## src/rtl/sysbus_arb_pkg.sv

```systemverilog
// rtl/sysbus_arb_pkg.sv - shared state type and bus constants for the system bus arbiter
// Snoop state exists only when ARB_SNOOP_FWD_EN is defined.
`ifndef SYSBUS_WRITE
`define SYSBUS_WRITE 1'b1
`endif

package sysbus_arb_pkg;

  localparam int          BEATS      = 8;
  localparam logic [12:0] INVAL_TAG  = 13'h800;
  localparam int          TAG_WR_BIT = 12;

  typedef enum logic [2:0] {
    ST_IDLE,
    ST_ADDR,
    ST_WDATA,
`ifdef ARB_SNOOP_FWD_EN
    ST_RDATA,
    ST_SNOOP
`else
    ST_RDATA
`endif
  } arb_state_t;

endpackage

```

## src/rtl/mem_arb_rr2.sv

```systemverilog
// rtl/mem_arb_rr2.sv - combinational two-way round-robin picker
// On a tie the port that did not win last time is chosen.
module mem_arb_rr2 (
  input  logic [1:0] req,
  input  logic       last,
  output logic       valid,
  output logic       winner
);

  assign valid  = |req;
  assign winner = (&req) ? ~last : req[1];

endmodule

```

## src/rtl/mem_bus_arbiter.sv

```systemverilog
// rtl/mem_bus_arbiter.sv - round-robin owner of the DRAM system bus for I-cache (port 0) and D-cache (port 1)
// Optional broadcast of invalidation responses to both ports: ARB_SNOOP_FWD_EN.
module mem_bus_arbiter #(
  parameter int BUS_DATA_WIDTH = 64,
  parameter int BUS_TAG_WIDTH  = 13,
  parameter int BEATS          = 8
) (
  input  logic                      clk,
  input  logic                      reset,

  input  logic                      c0_reqcyc,
  output logic                      c0_reqack,
  input  logic [BUS_DATA_WIDTH-1:0] c0_req,
  input  logic [BUS_TAG_WIDTH-1:0]  c0_reqtag,
  output logic                      c0_respcyc,
  input  logic                      c0_respack,
  output logic [BUS_DATA_WIDTH-1:0] c0_resp,
  output logic [BUS_TAG_WIDTH-1:0]  c0_resptag,

  input  logic                      c1_reqcyc,
  output logic                      c1_reqack,
  input  logic [BUS_DATA_WIDTH-1:0] c1_req,
  input  logic [BUS_TAG_WIDTH-1:0]  c1_reqtag,
  output logic                      c1_respcyc,
  input  logic                      c1_respack,
  output logic [BUS_DATA_WIDTH-1:0] c1_resp,
  output logic [BUS_TAG_WIDTH-1:0]  c1_resptag,

  output logic                      m_bus_reqcyc,
  input  logic                      m_bus_reqack,
  output logic [BUS_DATA_WIDTH-1:0] m_bus_req,
  output logic [BUS_TAG_WIDTH-1:0]  m_bus_reqtag,
  input  logic                      m_bus_respcyc,
  output logic                      m_bus_respack,
  input  logic [BUS_DATA_WIDTH-1:0] m_bus_resp,
  input  logic [BUS_TAG_WIDTH-1:0]  m_bus_resptag,

  output logic [1:0]                owner
);

  import sysbus_arb_pkg::*;

  localparam int                BEAT_W    = (BEATS > 1) ? $clog2(BEATS) : 1;
  localparam logic [BEAT_W-1:0] LAST_BEAT = BEAT_W'(BEATS - 1);

  arb_state_t               state;
  logic                     gnt;
  logic                     last;
  logic                     is_wr;
  logic [BEAT_W-1:0]        beat;
  logic [BUS_TAG_WIDTH-1:0] tag_q;

  logic                      pick_valid;
  logic                      pick_winner;
  logic [BUS_TAG_WIDTH-1:0]  win_tag;
  logic                      own_reqcyc;
  logic                      own_respack;
  logic [BUS_DATA_WIDTH-1:0] own_req;
  logic [BUS_TAG_WIDTH-1:0]  own_reqtag;

`ifdef ARB_SNOOP_FWD_EN
  logic [1:0] snoop_ack;
  logic       snoop_done;
  logic       snoop_hit;

  assign snoop_done = (snoop_ack[0] | c0_respack) & (snoop_ack[1] | c1_respack);
  assign snoop_hit  = m_bus_respcyc && (m_bus_resptag == BUS_TAG_WIDTH'(INVAL_TAG));
`endif

  mem_arb_rr2 u_pick (
    .req    ({c1_reqcyc, c0_reqcyc}),
    .last   (last),
    .valid  (pick_valid),
    .winner (pick_winner)
  );

  assign win_tag     = pick_winner ? c1_reqtag  : c0_reqtag;
  assign own_reqcyc  = gnt ? c1_reqcyc  : c0_reqcyc;
  assign own_req     = gnt ? c1_req     : c0_req;
  assign own_reqtag  = gnt ? c1_reqtag  : c0_reqtag;
  assign own_respack = gnt ? c1_respack : c0_respack;
  assign owner       = {state != ST_IDLE, gnt};

  always_ff @(posedge clk or negedge reset) begin
    if (!reset) begin
      state <= ST_IDLE;
      gnt   <= 1'b0;
      last  <= 1'b1;
      is_wr <= 1'b0;
      beat  <= '0;
      tag_q <= '0;
`ifdef ARB_SNOOP_FWD_EN
      snoop_ack <= 2'b00;
`endif
    end else begin
      case (state)
        ST_IDLE: begin
`ifdef ARB_SNOOP_FWD_EN
          if (snoop_hit) begin
            snoop_ack <= 2'b00;
            state     <= ST_SNOOP;
          end else
`endif
          if (pick_valid) begin
            gnt   <= pick_winner;
            last  <= pick_winner;
            is_wr <= (win_tag[TAG_WR_BIT] == `SYSBUS_WRITE);
            tag_q <= win_tag;
            state <= ST_ADDR;
          end
        end
        ST_ADDR: begin
          if (m_bus_reqack) begin
            beat  <= '0;
            state <= is_wr ? ST_WDATA : ST_RDATA;
          end
        end
        ST_WDATA: begin
          if (m_bus_reqack) begin
            beat <= beat + 1'b1;
            if (beat == LAST_BEAT) state <= ST_IDLE;
          end
        end
        ST_RDATA: begin
          if (m_bus_respcyc && own_respack) begin
            beat <= beat + 1'b1;
            if (beat == LAST_BEAT) state <= ST_IDLE;
          end
        end
`ifdef ARB_SNOOP_FWD_EN
        ST_SNOOP: begin
          snoop_ack <= snoop_ack | {c1_respack, c0_respack};
          if (snoop_done) state <= ST_IDLE;
        end
`endif
        default: state <= ST_IDLE;
      endcase
    end
  end

  // Everything below is pure routing; the owner talks straight to memory.
  always_comb begin
    c0_reqack     = 1'b0;
    c1_reqack     = 1'b0;
    c0_respcyc    = 1'b0;
    c1_respcyc    = 1'b0;
    c0_resp       = '0;
    c1_resp       = '0;
    c0_resptag    = '0;
    c1_resptag    = '0;
    m_bus_reqcyc  = 1'b0;
    m_bus_req     = '0;
    m_bus_reqtag  = '0;
    m_bus_respack = 1'b0;
    case (state)
      ST_ADDR, ST_WDATA: begin
        m_bus_reqcyc = own_reqcyc;
        m_bus_req    = own_req;
        m_bus_reqtag = (state == ST_ADDR) ? own_reqtag : tag_q;
        if (gnt) c1_reqack = m_bus_reqack;
        else     c0_reqack = m_bus_reqack;
      end
      ST_RDATA: begin
        m_bus_respack = own_respack;
        if (gnt) begin
          c1_respcyc = m_bus_respcyc;
          c1_resp    = m_bus_resp;
          c1_resptag = m_bus_resptag;
        end else begin
          c0_respcyc = m_bus_respcyc;
          c0_resp    = m_bus_resp;
          c0_resptag = m_bus_resptag;
        end
      end
`ifdef ARB_SNOOP_FWD_EN
      ST_SNOOP: begin
        c0_respcyc    = m_bus_respcyc;
        c1_respcyc    = m_bus_respcyc;
        c0_resp       = m_bus_resp;
        c1_resp       = m_bus_resp;
        c0_resptag    = m_bus_resptag;
        c1_resptag    = m_bus_resptag;
        m_bus_respack = snoop_done;
      end
`endif
      default: ;
    endcase
  end

endmodule

```

## config.mk

```make
export PLATFORM = sky130hd
export DESIGN_NAME = mem_bus_arbiter
export DESIGN_NICKNAME = d
export VERILOG_FILES = /design/src/rtl/sysbus_arb_pkg.sv /design/src/rtl/mem_arb_rr2.sv /design/src/rtl/mem_bus_arbiter.sv
export SDC_FILE = /design/constraint.sdc
export NUM_CORES = 1
export LEC_CHECK = 0
export CAP_MARGIN = 20
export CORE_AREA = 3 3 183 185
export DETAILED_ROUTE_END_ITERATION = 10
export DIE_AREA = 0 0 186 188
export GPL_TIMING_DRIVEN = 1
export PLACE_DENSITY_LB_ADDON = 0.25
export SLEW_MARGIN = 0
export SYNTH_ARGS = -nofsm -noshare
export SYNTH_HDL_FRONTEND = slang
export SYNTH_SLANG_ARGS = --single-unit
export TNS_END_PERCENT = 1
```

## constraint.sdc

```tcl
create_clock -name clk -period 2.7 [get_ports clk]
set_clock_uncertainty 0.15 [all_clocks]
set_input_delay 0.54 -clock clk [delete_from_list [all_inputs] [get_ports clk]]
set_output_delay 0.54 -clock clk [all_outputs]
set_load 0.02 [all_outputs]
```

# After elaboration in Yosys (flattened, before gate mapping)

Index checks and enable logic that the tools add are counted.

$add $sub $neg: 1
Equal/unequal tests: 8
Muxes and demuxes: 38
Bitwise gates (word level): 1
Reductions and logical operators: 10

Operators with widths:

| operator              | count |
|---|---|
| $mux W64              | 6 |
| $mux W13              | 8 |
| $mux W3               | 8 |
| $mux W1               | 14 |
| $pmux W3 S4           | 1 |
| $pmux W3 S3           | 1 |
| $ne A2 B2 Y1 const B  | 4 |
| $reduce_and A4 Y1     | 2 |
| $eq A3 B2 Y1 const B  | 2 |
| $reduce_bool A3 Y1    | 2 |
| $reduce_and A2 Y1     | 2 |
| $reduce_or A2 Y1      | 2 |
| $add A3 B1 Y3 const B | 1 |
| $eq A3 B1 Y1 const B  | 1 |
| $eq A3 B3 Y1 const B  | 1 |
| $logic_not A3 Y1      | 1 |
| $logic_and A1 B1 Y1   | 1 |
| $not A1 Y1            | 1 |

Flip-flop bits (word level): 22
Input port bits: 239
Output and inout bits: 239
Logic and storage cells: 64

# Depth between registers and ports, before layout

Depth after elaboration: 4
Mapped depth: 7
Gate-level depth less buffers: 6

# Hierarchy

Synthesis repeated with hierarchy kept, for this count alone.

Cells, all modules: 478
Area, all modules: 3,599.7 um^2

Modules (own cells, without submodules):

| module          | instances | cells each | area an instance (um^2) | seq. area each (um^2) |
|---|---|---|---|---|
| mem_bus_arbiter | 1         | 476        | 3,585.9                 | 501.7 |
| mem_arb_rr2     | 1         | 2          | 13.8                    | 0.0 |

# Worst setup path before layout

Ideal clock, no wire load.

Path kind: flip-flop to output port
Start point: register state[0]
End point: output c0_reqack
Arrival: 1.548 ns
Data required time: 2.010 ns
Slack: 0.462 ns
Stages on the path, launching flop included: 7
Path buffers: 2
Cell sequence: dfrtp_1 > inv_1 > ha_1 > clkbuf_1 > clkbuf_1 > nand2_1 > nor2_1

Word-level cells in the longest chain between the ends: 3
Elaborated cells on any way between the ends: 4
Classes of those cells: 2 x eq/ne; 1 x mux; 1 x reduce/logical

Ends and longest elaborated chain:

| element                                             | RTL line               | RTL |
|---|---|---|
| start, declared                                     | mem_bus_arbiter.sv:46  | `arb_state_t state;` |
| start signal, assigned                              | mem_bus_arbiter.sv:115 | `state <= is_wr ? ST_WDATA : ST_RDATA;` |
| $eq A3 B1 Y1 / $eq A3 B2 Y1 (equally long branches) | mem_bus_arbiter.sv:155 | `case (state)` |
| $reduce_or A2 Y1 *                                  | mem_bus_arbiter.sv:155 |  |
| $mux W1 *                                           | mem_bus_arbiter.sv:155 |  |
| end, declared                                       | mem_bus_arbiter.sv:12  | `output logic c0_reqack,` |

Every way passes the cells marked *; elsewhere a longest branch is shown, timed or not.

# Worst setup path after layout

Start point: register state[1]
End point: output m_bus_reqtag[10]

Word-level cells in the longest chain between the ends: 3
Elaborated cells on any way between the ends: 5
Classes of those cells: 2 x eq/ne; 2 x mux; 1 x reduce/logical

Ends and longest elaborated chain:

| element                                             | RTL line                                       | RTL |
|---|---|---|
| $eq A3 B1 Y1 / $eq A3 B2 Y1 (equally long branches) | mem_bus_arbiter.sv:155, mem_bus_arbiter.sv:159 |  |
| $mux W13 / $reduce_or A2 Y1 (equally long branches) | mem_bus_arbiter.sv:159, mem_bus_arbiter.sv:155 |  |
| $mux W13 *                                          | mem_bus_arbiter.sv:155                         |  |
| end, declared                                       | mem_bus_arbiter.sv:32                          | `output logic [BUS_TAG_WIDTH-1:0] m_bus_reqtag,` |

Marks and branches as above.

==> flow_metrics.env <==
export IMPL_status="finished clean"
export IMPL_yosysWarnings=0
export IMPL_ir_drop_v=0.0006147
export IMPL_gp_congestion=0.8269
export IMPL_max_stage_delay_ps=390
export IMPL_drt_iter0_markers=110
export IMPL_viasPerCell=3.717
export IMPL_dp_cells=1344
export IMPL_wl_per_cell_um=17.95
export IMPL_finalSetupViolations=0
export IMPL_rows=66
export IMPL_synth_fa_ha_area_frac=0.02429
export IMPL_fin_crit_ps=2596
export IMPL_yosys_register_bits=20
export IMPL_synthFlopType="dfrtp_1"
export IMPL_grt_pass1_vias=5027
export IMPL_pin_count=478
export IMPL_async_flop_share=1.000
export IMPL_crit_chain="inv_1, ha_2, buf_12, buf_4, o211a_1, dlygate4sd2_1"
export IMPL_dr_total_vias=5011
export IMPL_crit_fanout=22
export IMPL_cts_buffers=3
export IMPL_setup_tns_final_ps=0
export IMPL_ant_nets=0
export IMPL_overflow=0
export IMPL_area_growth_pct=151.4
export IMPL_hold_class="flip-flop to flip-flop"
export IMPL_crit_type="flip-flop to primary output"
export IMPL_cts_sinks=20
export IMPL_grt_max_degree=85
export IMPL_grt_util_all_layers=0.1234
export IMPL_avgSynthCellArea_um2=7.560
export IMPL_final_common_cell="clkdlybuf4s50_1"
export IMPL_synth_top_family_by_area="simple AND/OR/NAND/NOR gates"
export IMPL_clkLatencyLatePin_ps=250
export IMPL_ctsHtreeMaxLevel=1
export IMPL_p_seq_frac=0.067
export IMPL_fin_crit_sh=0.9615
export IMPL_cap_violations=0
export IMPL_yosysTopAreaCell="mux2i_1"
export IMPL_final_nets=1187
export IMPL_p_sw_mw=4.128
export IMPL_r2r_end="state[1]"
export IMPL_ff2ff_path_depth=6
export IMPL_clkTransAtPathRegs_ps=60
export IMPL_cts_hold_buf=0
export IMPL_crit_arrival_ps=1910
export IMPL_startpoint="state[1]"
export IMPL_power_frac_clock=0.050
export IMPL_cts_path_max_buffers=2
export IMPL_p_leak_nw=5.368
export IMPL_endpoint="m_bus_reqtag[10]"
export IMPL_worstPathRequired_ps=2010
export IMPL_synth_area_top_cells="mux2i_1, and3_1, and2_1"
export IMPL_synth_xor_area_frac=0
export IMPL_n_antenna_cell=0
export IMPL_cts_tree="built"
export IMPL_root_buffer="clkbuf_16"
export IMPL_rrSetupSlack_ps=490
export IMPL_start_util=0.1120
export IMPL_ys_seq_area_frac=0.1391
export IMPL_timing_fmax_mhz=385.2
export IMPL_crit_path_end_kind="primary output"
export IMPL_coreArea_um2=32210
export IMPL_hpwlAfterDp_um=20610
export IMPL_swShare=0.5085
export IMPL_ys_types=26
export IMPL_synth_cells=477
export IMPL_hold_violations=0
export IMPL_layout_common_cells="clkdlybuf4s50_1, dlygate4sd2_1, mux2i_1"
export IMPL_start_kind="flip-flop"
export IMPL_drt_total_wl_um=24190
export IMPL_syn_nets=723
export IMPL_comb_power_share=0.882
export IMPL_antenna_found_initial=2
export IMPL_dieHeight_um=188
export IMPL_drive_above_1_share=0.06277
export IMPL_max_slew_margin_rel=0.7441
export IMPL_grt_setup_unrepaired="false"
export IMPL_synth_mux_area_frac=0.2700
export IMPL_slew_violations=0
export IMPL_synth_area_um2=3606
export IMPL_power_density_nw_per_um2=895.4
export IMPL_regToRegStartpoint="gnt"
export IMPL_synthSimpleGateAreaFrac=0.4247
export IMPL_drc=0
export IMPL_synth_top_area_frac=0.2637
export IMPL_grt_first_pass_wirelength_um=33410
export IMPL_synth_compound_area_frac=0.07703
export IMPL_dr_pass1_iters=4
export IMPL_synth_edff_count=0
export IMPL_p_int_mw=3.990
export IMPL_dieArea_um2=34970
export IMPL_slowest_stage="dfrtp_1"
export IMPL_portBuffers=477
export IMPL_chipWidth_um=186
export IMPL_finalNonFillerCells=1348
export IMPL_worst_pin_slew_ps=376.4
## area by class of cell
type	instances	area, um2
Sequential cell	20	505.5
Fill cell	3530	23140
Multi-Input combinational cell	399	2887
Clock inverter	1	30.03
Inverter	6	22.52
Clock buffer	3	75.07
Timing Repair Buffer	511	5036
Tap cell	408	510.5
## Yosys cell counts, types with 2 or more instances
cell type	instances
a21oi_1	2
and2_1	78
and3_1	79
buf_2	10
clkbuf_1	40
dfrtp_1	19
ha_1	7
inv_1	6
mux2i_1	95
nand2_1	27
nor2_1	6
nor2b_1	68
o211a_1	13
o21ai_0	15
## logic make-up (layout without fill, tap and decap cells)
| kind of cell | Yosys count | in the layout |
|---|---|---|
| flops | 20 | 20 |
| mux | 97 | 97 |
| simple gates | 258 | 258 |
| compound gates | 37 | 37 |
| fa+ha+maj | 7 | 7 |
| buf+inv | 58 | 521 |
## worst min path at each step
stage / from / slack (ps) / cells past startpoint / endpoint
global route: tag_q[5] / 350 / 2 / tag_q[5]
CTS: tag_q[7] / 340 / 2 / tag_q[7]
global placement: tag_q[3] / 320 / 2 / tag_q[3]
detailed placement: tag_q[7] / 320 / 2 / tag_q[7]
floorplan: reset / 90 / 0 / beat[0]
finish: tag_q[7] / 340 / 2 / tag_q[7]
## worst max-delay path, delay by kind of cell, from the launching register on
kind / cells / cell delay (ps)
compound gates: 1 / 150
fa+ha+maj: 1 / 350
buf+inv: 4 / 770
flops: 1 / 390
## routing by layer
layer | vias to the layer above | GRT usage | routed length (um)
met2 | 185 | 0.2390 | 12740
met5 | - | 0 | 0
li1 | 2548 | - | -
met3 | 4 | 0.02367 | 1874
met1 | 2274 | 0.1465 | 9540
met4 | 0 | 0.004297 | 37
## metrics by stage
step           hold slack [ps]  utilization  total power [mW]  setup slack [ps]  area [um2]
3_5_place_dp             324.9       0.2822             8.579            -94.56        9089
4_1_cts                  338.1       0.2785             8.254            -65.50        8969
3_3_place_gp             319.9       0.2822             8.606            -151.7        9089
6_report                 337.5       0.2815             8.118             104.0        9066
5_1_grt                  354.2       0.2815             8.691            0.5402        9066
2_1_floorplan            94.41            -             4.597             461.6        3606
## state kept, by name, summed over array words and instances (netlist names)
name and cells:
beat 3, state 2, gnt 1, last 1, tag_q 12, is_wr 1
## what timing repair did
action                     4_1_cts  5_1_grt
resized for setup              195       68
setup buffers                    0        0
setup endpoints to repair      195       62
## power by group through the flow
stage	combinational, mW	clock, mW	sequential, mW
after floorplan	4.09	0	0.508
after global placement	8.06	0	0.550
after detailed placement	8.03	0	0.548
after CTS	7.28	0.421	0.549
after global routing	7.69	0.433	0.564
final	7.16	0.409	0.548
No activity file was read; power rests on OpenSTA's default activity.
